## config.mk

```make
export PLATFORM = sky130hd
export DESIGN_NAME = shift_right_seq
export DESIGN_NICKNAME = d
export VERILOG_FILES = /design/src/rtl/shift_right_seq.sv
export SDC_FILE = /design/constraint.sdc
export NUM_CORES = 1
export LEC_CHECK = 0
export CORE_MARGIN = 3
export CORE_UTILIZATION = 54
export DETAILED_ROUTE_END_ITERATION = 12
export HOLD_SLACK_MARGIN = 0.06
export PLACE_DENSITY = 0.82
export SLEW_MARGIN = 20
export SYNTH_ARGS = -nofsm -noshare
export SYNTH_HDL_FRONTEND = slang
export SYNTH_SLANG_ARGS = --single-unit
```

## constraint.sdc

```tcl
create_clock -name clk -period 5.7 [get_ports clk]
set_clock_uncertainty 0.15 [all_clocks]
set_input_delay 1.14 -clock clk [delete_from_list [all_inputs] [get_ports clk]]
set_output_delay 1.14 -clock clk [all_outputs]
set_load 0.1 [all_outputs]
```

## src/rtl/shift_right_seq.sv

```systemverilog
// shift_right_seq: multi-cycle logical/arithmetic right shifter for srl/sra/srlv/srav.
// One bit per clock under a start/done handshake; the result is held in y until
// the next operation completes.
// Optional build macro SHIFT_FAST_EN: shift by 4 per clock while count >= 4.
module shift_right_seq #(
    parameter int WIDTH = 32,
    localparam int SHW = $clog2(WIDTH)
) (
    input  logic             clk,
    input  logic             reset,
    input  logic             start,
    input  logic [WIDTH-1:0] a,
    input  logic [SHW-1:0]   shamt,
    input  logic             arith,
    output logic             busy,
    output logic             done,
    output logic [WIDTH-1:0] y
);

    typedef enum logic [1:0] {
        IDLE  = 2'd0,
        SHIFT = 2'd1,
        DONE  = 2'd2
    } state_t;

    state_t           state, state_nx;
    logic [WIDTH-1:0] work;
    logic [SHW-1:0]   count;
    logic             fill;
    logic             accept;

    // New work is taken only from IDLE or DONE; start during SHIFT is dropped.
    assign accept = start && (state == IDLE || state == DONE);

`ifdef SHIFT_FAST_EN
    logic signed [WIDTH:0] ext;
    logic [WIDTH-1:0]      work_sh4;
    logic                  big_step;

    // Prepending the fill bit lets a signed shift replicate it into the top nibble.
    assign ext      = {fill, work};
    assign work_sh4 = WIDTH'(ext >>> 4);
    // Widened compare so the constant 4 fits even when SHW is 2.
    assign big_step = ({1'b0, count} >= (SHW+1)'(4));
`endif

    // State register.
    always_ff @(posedge clk or posedge reset) begin
        if (reset) state <= IDLE;
        else       state <= state_nx;
    end

    // Next-state and handshake outputs.
    always_comb begin
        state_nx = state;
        busy     = 1'b0;
        done     = 1'b0;
        case (state)
            IDLE: begin
                if (start) state_nx = SHIFT;
            end
            SHIFT: begin
                busy = 1'b1;
                if (count == '0) state_nx = DONE;
            end
            DONE: begin
                done     = 1'b1;
                state_nx = start ? SHIFT : IDLE;
            end
            default: state_nx = IDLE;
        endcase
    end

    // Datapath: capture on accept, shift while counting, publish y when count hits zero.
    always_ff @(posedge clk or posedge reset) begin
        if (reset) begin
            work  <= '0;
            count <= '0;
            fill  <= 1'b0;
            y     <= '0;
        end else if (accept) begin
            work  <= a;
            count <= shamt;
            fill  <= arith & a[WIDTH-1];
        end else if (state == SHIFT) begin
            if (count == '0) begin
                y <= work;
            end else begin
`ifdef SHIFT_FAST_EN
                if (big_step) begin
                    work  <= work_sh4;
                    count <= count - SHW'(4);
                end else begin
                    work  <= {fill, work[WIDTH-1:1]};
                    count <= count - 1'b1;
                end
`else
                work  <= {fill, work[WIDTH-1:1]};
                count <= count - 1'b1;
`endif
            end
        end
    end

endmodule

```

# After elaboration in Yosys (flattened, before gate mapping)
# Cells that the tools add are included.
dict set report totals {
  ff_bits 72
  latch_bits 0
  ram_bits 0
  mem_bits_ro 0
  inputBits 41
  out_inout_bits 34
  word_cells 33
  memories 0
}
dict set report classes {
  n_addsub 1
  mul 0
  div 0
  n_lt_le_gt_ge 0
  eq_ne 5
  shift 0
  n_mux 12
  bitwise 2
  n_reduce_logical 8
}
# op n
set op_table {}
lappend op_table {{2-to-1 mux 32 bit} 3}
lappend op_table {{2-to-1 mux 5 bit} 3}
lappend op_table {{case mux 2 bit (3 select lines)} 1}
lappend op_table {{logical NOT 5 bit} 1}
lappend op_table {{subtractor 5 x 1 -> 5 bit (second input constant)} 1}
lappend op_table {{2-to-1 mux 2 bit} 2}
lappend op_table {{!= test 2 bit (second input constant)} 2}
lappend op_table {{AND reduction 2 bit} 2}
lappend op_table {{2-to-1 mux 1 bit} 3}
lappend op_table {{AND reduction 3 bit} 1}
lappend op_table {{equality test 2 x 1 -> 1 bit (second input constant)} 1}
lappend op_table {{equality test 2 bit (second input constant)} 1}
lappend op_table {{logical NOT 2 bit} 1}
lappend op_table {{!= test 2 x 1 -> 1 bit (second input constant)} 1}
lappend op_table {{nonzero test 2 bit} 1}
lappend op_table {{AND 1 bit} 1}
lappend op_table {{logical AND 1 bit} 1}
lappend op_table {{logical OR 1 bit} 1}
lappend op_table {{inverter 1 bit} 1}

# Logic depth before layout (Yosys ltp)
dict set report logic_depth {
  word_depth 5
  ltp_mapped 7
  ltp_nobuf 6
}

# Worst setup path before layout
# No wires, ideal clock.
dict set report synth_timing {
  kind {register -> output}
  start {register state[0]}
  end {output port done}
  arrival_time_ns 1.758
  required_ns 4.410
  slack_ns 2.652
  stages_incl_launch_ff 2
  n_path_buf 0
  path_cell_list {dfrtp_1 nor2b_1}
}
dict set report synth_between {
  elab_chain_len 2
}
# item line_no
set synth_rtl {}
lappend synth_rtl {{start: declaration} 26} ;# state_t state, state_nx;
lappend synth_rtl {{start signal: assignment} 50} ;# else state <= state_nx;
lappend synth_rtl {{equality test 2 bit} 58} ;# case (state)
lappend synth_rtl {{2-to-1 mux 1 bit} 58}
lappend synth_rtl {{end: declaration} 16} ;# output logic done,
# Every way passes these cells.

# Worst setup path in the final report
dict set report layout_timing {
  start {register state[0]}
  end {output port busy}
}
dict set report layout_between {
  elab_chain_len 2
}
# item line_no
set layout_rtl {}
lappend layout_rtl {{equality test 2 x 1 -> 1 bit} 58}
lappend layout_rtl {{2-to-1 mux 1 bit} 58}
lappend layout_rtl {{end: declaration} 15} ;# output logic busy,
# Every way passes these cells.

==> flow_summary.toml <==
[run]
maxCapViolCount = 0

[setup_path]
path_class = "register to output port"
r2r_start = "count[0]$_DFFE_PP0P_"
slowest_stage = "clkdlybuf4s50_1"
crit_family = "buffers and inverters"
cp_num_buf_inv = 2
crit_arrival_ps = 2260
endpoint = "busy"
worstPathMaxFanout = 8
cp_cell_sequence = "nand2b_1 -> inv_1 -> clkdlybuf4s50_1"
startpoint = "state[0]$_DFFE_PP0P_"
cpPeakStageDelay_ps = 1140
ff2ff_setup_slack_ps = 2850
worstPathRequired_ps = 4410
crit_path_end_kind = "output port"
worst-path-stages = 3
r2r_cells = 6
start_kind = "register"
rr_endpoint = "y[2]$_DFFE_PP0P_"

[synthesis]
syn_nets = 260
yosys.area.top_type_share = 0.539
yosys.area.top_type = "dfrtp_1"
yosysSeqAreaShare = 0.539
syn_avg_cell_area_um2 = 15.3
yosys_register_bits = 72
synthesis.instances = 218
synth.distinct_cells = 28
syn_area_mm2 = 0.00334
yosys-top-cells-area = "dfrtp_1 54%, mux2_2 23%, mux2_4 13%, buf_6 1.3%, buf_2 0.90%"
ys.warnings.count = 0

[sta]
hold_viol_final = 0
slew_headroom = 0.329
finalSetupViolations = 0
fmax_ghz = 0.282
period_share = 0.622
worst_slew_pin_slew_ps = 1000
setup-tns-final_ps = 0
period_minus_slack_ps = 3550
rsz0062_at_grt = "no"
whs_ps = 330
drv_slew = 0

[floorplan]
die_y_um = 84.7
ios = 75
die_area_mm2 = 0.00717
fp.coreArea_mm2 = 0.00596
num_rows = 28
fp.dieW_um = 84.7
start_util = 0.561

[routing]
first_iter_violations = 57
num_vias = 2003
drtAntennaViolNets = 0
wirelength_mm = 6.37
wl_per_cell_um = 17.0
drtPass1Iterations = 4
drc_errors = 0
vias_per_cell = 5.36

[clock_network]
cts_tree = "done"
cts.path.max_buffers = 2
clockRootBuffer = "clkbuf_8"
cts_hold_buf = 0
cts.sinks = 72
cts_buffers = 9
insertion_delay_ps = 340
post_cts_buffers = 0
clk_pin_slew_ps = 70
cts_resized = 0
cts.htree.levels = 3

[global_routing]
antenna_found_initial = 0
grt_max_degree = 54
grt.overflow.total = 0
grt_usage = 0.194
grt_pass1_vias = 2158
grt_pass1_wl_mm = 10.8

[final_layout]
layout-drive-gt1-share = 0.411
utilization = 0.729
final_nets = 336
antennaDiodeCount = 0
area_growth_pct = 29.9
n_fill_cell = 432
final_area_mm2 = 0.00434

[min_path]
hp-class = "register to register"

[place]
portBuffers = 74
dp_hpwl_mm = 4.19
routabilityCongestion = 0.764
post_dp_cell_area_mm2 = 0.00412

[status]
outcome = "finished, final reports clean"
[metal layers]
metal / part of all wire / global-route usage / vias up
met5: 0 / 0 / -
met4: 0.016 / 0.0777 / 0
met3: 0.063 / 0.0589 / 11
met2: 0.46 / 0.283 / 61
met1: 0.46 / 0.273 / 995
li1: - / - / 936
[cell usage in the layout, fill, tap and decap left out, drive strengths merged, types with 3 or more instances in the layout]
master / instances
dfrtp: 72
clkinv: 4
nand2: 4
o21ai: 3
inv: 6
mux2i: 3
clkbuf: 10
mux2: 96
clkdlybuf4s50: 74
[worst min-delay path: stages, from the launching register on]
cell and delay, ps:
dfrtp_1 340, nand2_1 60, nand2_1 50
[state kept, by name, summed over array words and instances, names as in the netlist]
name	flops
count	5
fill	1
y	32
work	32
state	2
[logic make-up (layout without fill, tap and decap cells)]
group,after synthesis,after routing,share of synthesized area
mux,99,99,0.364
flops,72,72,0.539
buf+inv,18,99,0.0322
simple gates,17,17,0.0348
compound gates,11,11,0.0266
fa+ha+maj,1,1,0.00374
[per-stage QoR]
stage | worst slack, ps | cells
finish | 2150 | 374
global placement | 1970 | 358
floorplan | 2590 | 218
CTS | 2150 | 374
global route | 2050 | 374
detailed placement | 1880 | 358
[worst min-delay path by stage]
stage	startpoint	end	slack (ps)	cells past startpoint
2_1_floorplan	fill$_DFFE_PP0P_	fill$_DFFE_PP0P_	280	2
4_1_cts	fill$_DFFE_PP0P_	fill$_DFFE_PP0P_	330	2
6_report	fill$_DFFE_PP0P_	fill$_DFFE_PP0P_	330	2
5_1_grt	fill$_DFFE_PP0P_	fill$_DFFE_PP0P_	350	2
3_5_place_dp	fill$_DFFE_PP0P_	fill$_DFFE_PP0P_	320	2
3_3_place_gp	fill$_DFFE_PP0P_	fill$_DFFE_PP0P_	300	2
[cells in the mapped netlist]
master and instances:
or2_2 1, nand2b_1 2, inv_1 6, mux2_2 68, and3b_1 1, a31oi_1 2, and4b_1 1, or3b_4 1
nand2_1 4, nor2b_1 1, ha_1 1, or4_2 1, o311ai_4 1, nand3_1 1, nor3_1 1, nor3_2 1
inv_4 1, mux2_4 28, mux2i_1 3, o211ai_1 1, a21oi_1 2, o2bb2ai_1 2, dfrtp_1 72, buf_6 4
buf_2 6, o21ai_0 3, clkbuf_1 1, and2b_2 2
[area by class of cell]
class | instances | area [um2] | share of cell area
Sequential cell | 72 | 1800 | 0.415
Multi-Input combinational cell | 128 | 1440 | 0.332
Clock buffer | 10 | 138 | 0.0317
Clock inverter | 6 | 82.6 | 0.0190
Inverter | 7 | 30.0 | 0.00692
Timing Repair Buffer | 76 | 756 | 0.174
Tap cell | 75 | 93.8 | 0.0216
Power is not shown: default switching activity piles up to over one toggle a cycle in this logic, so the estimate is an artifact.
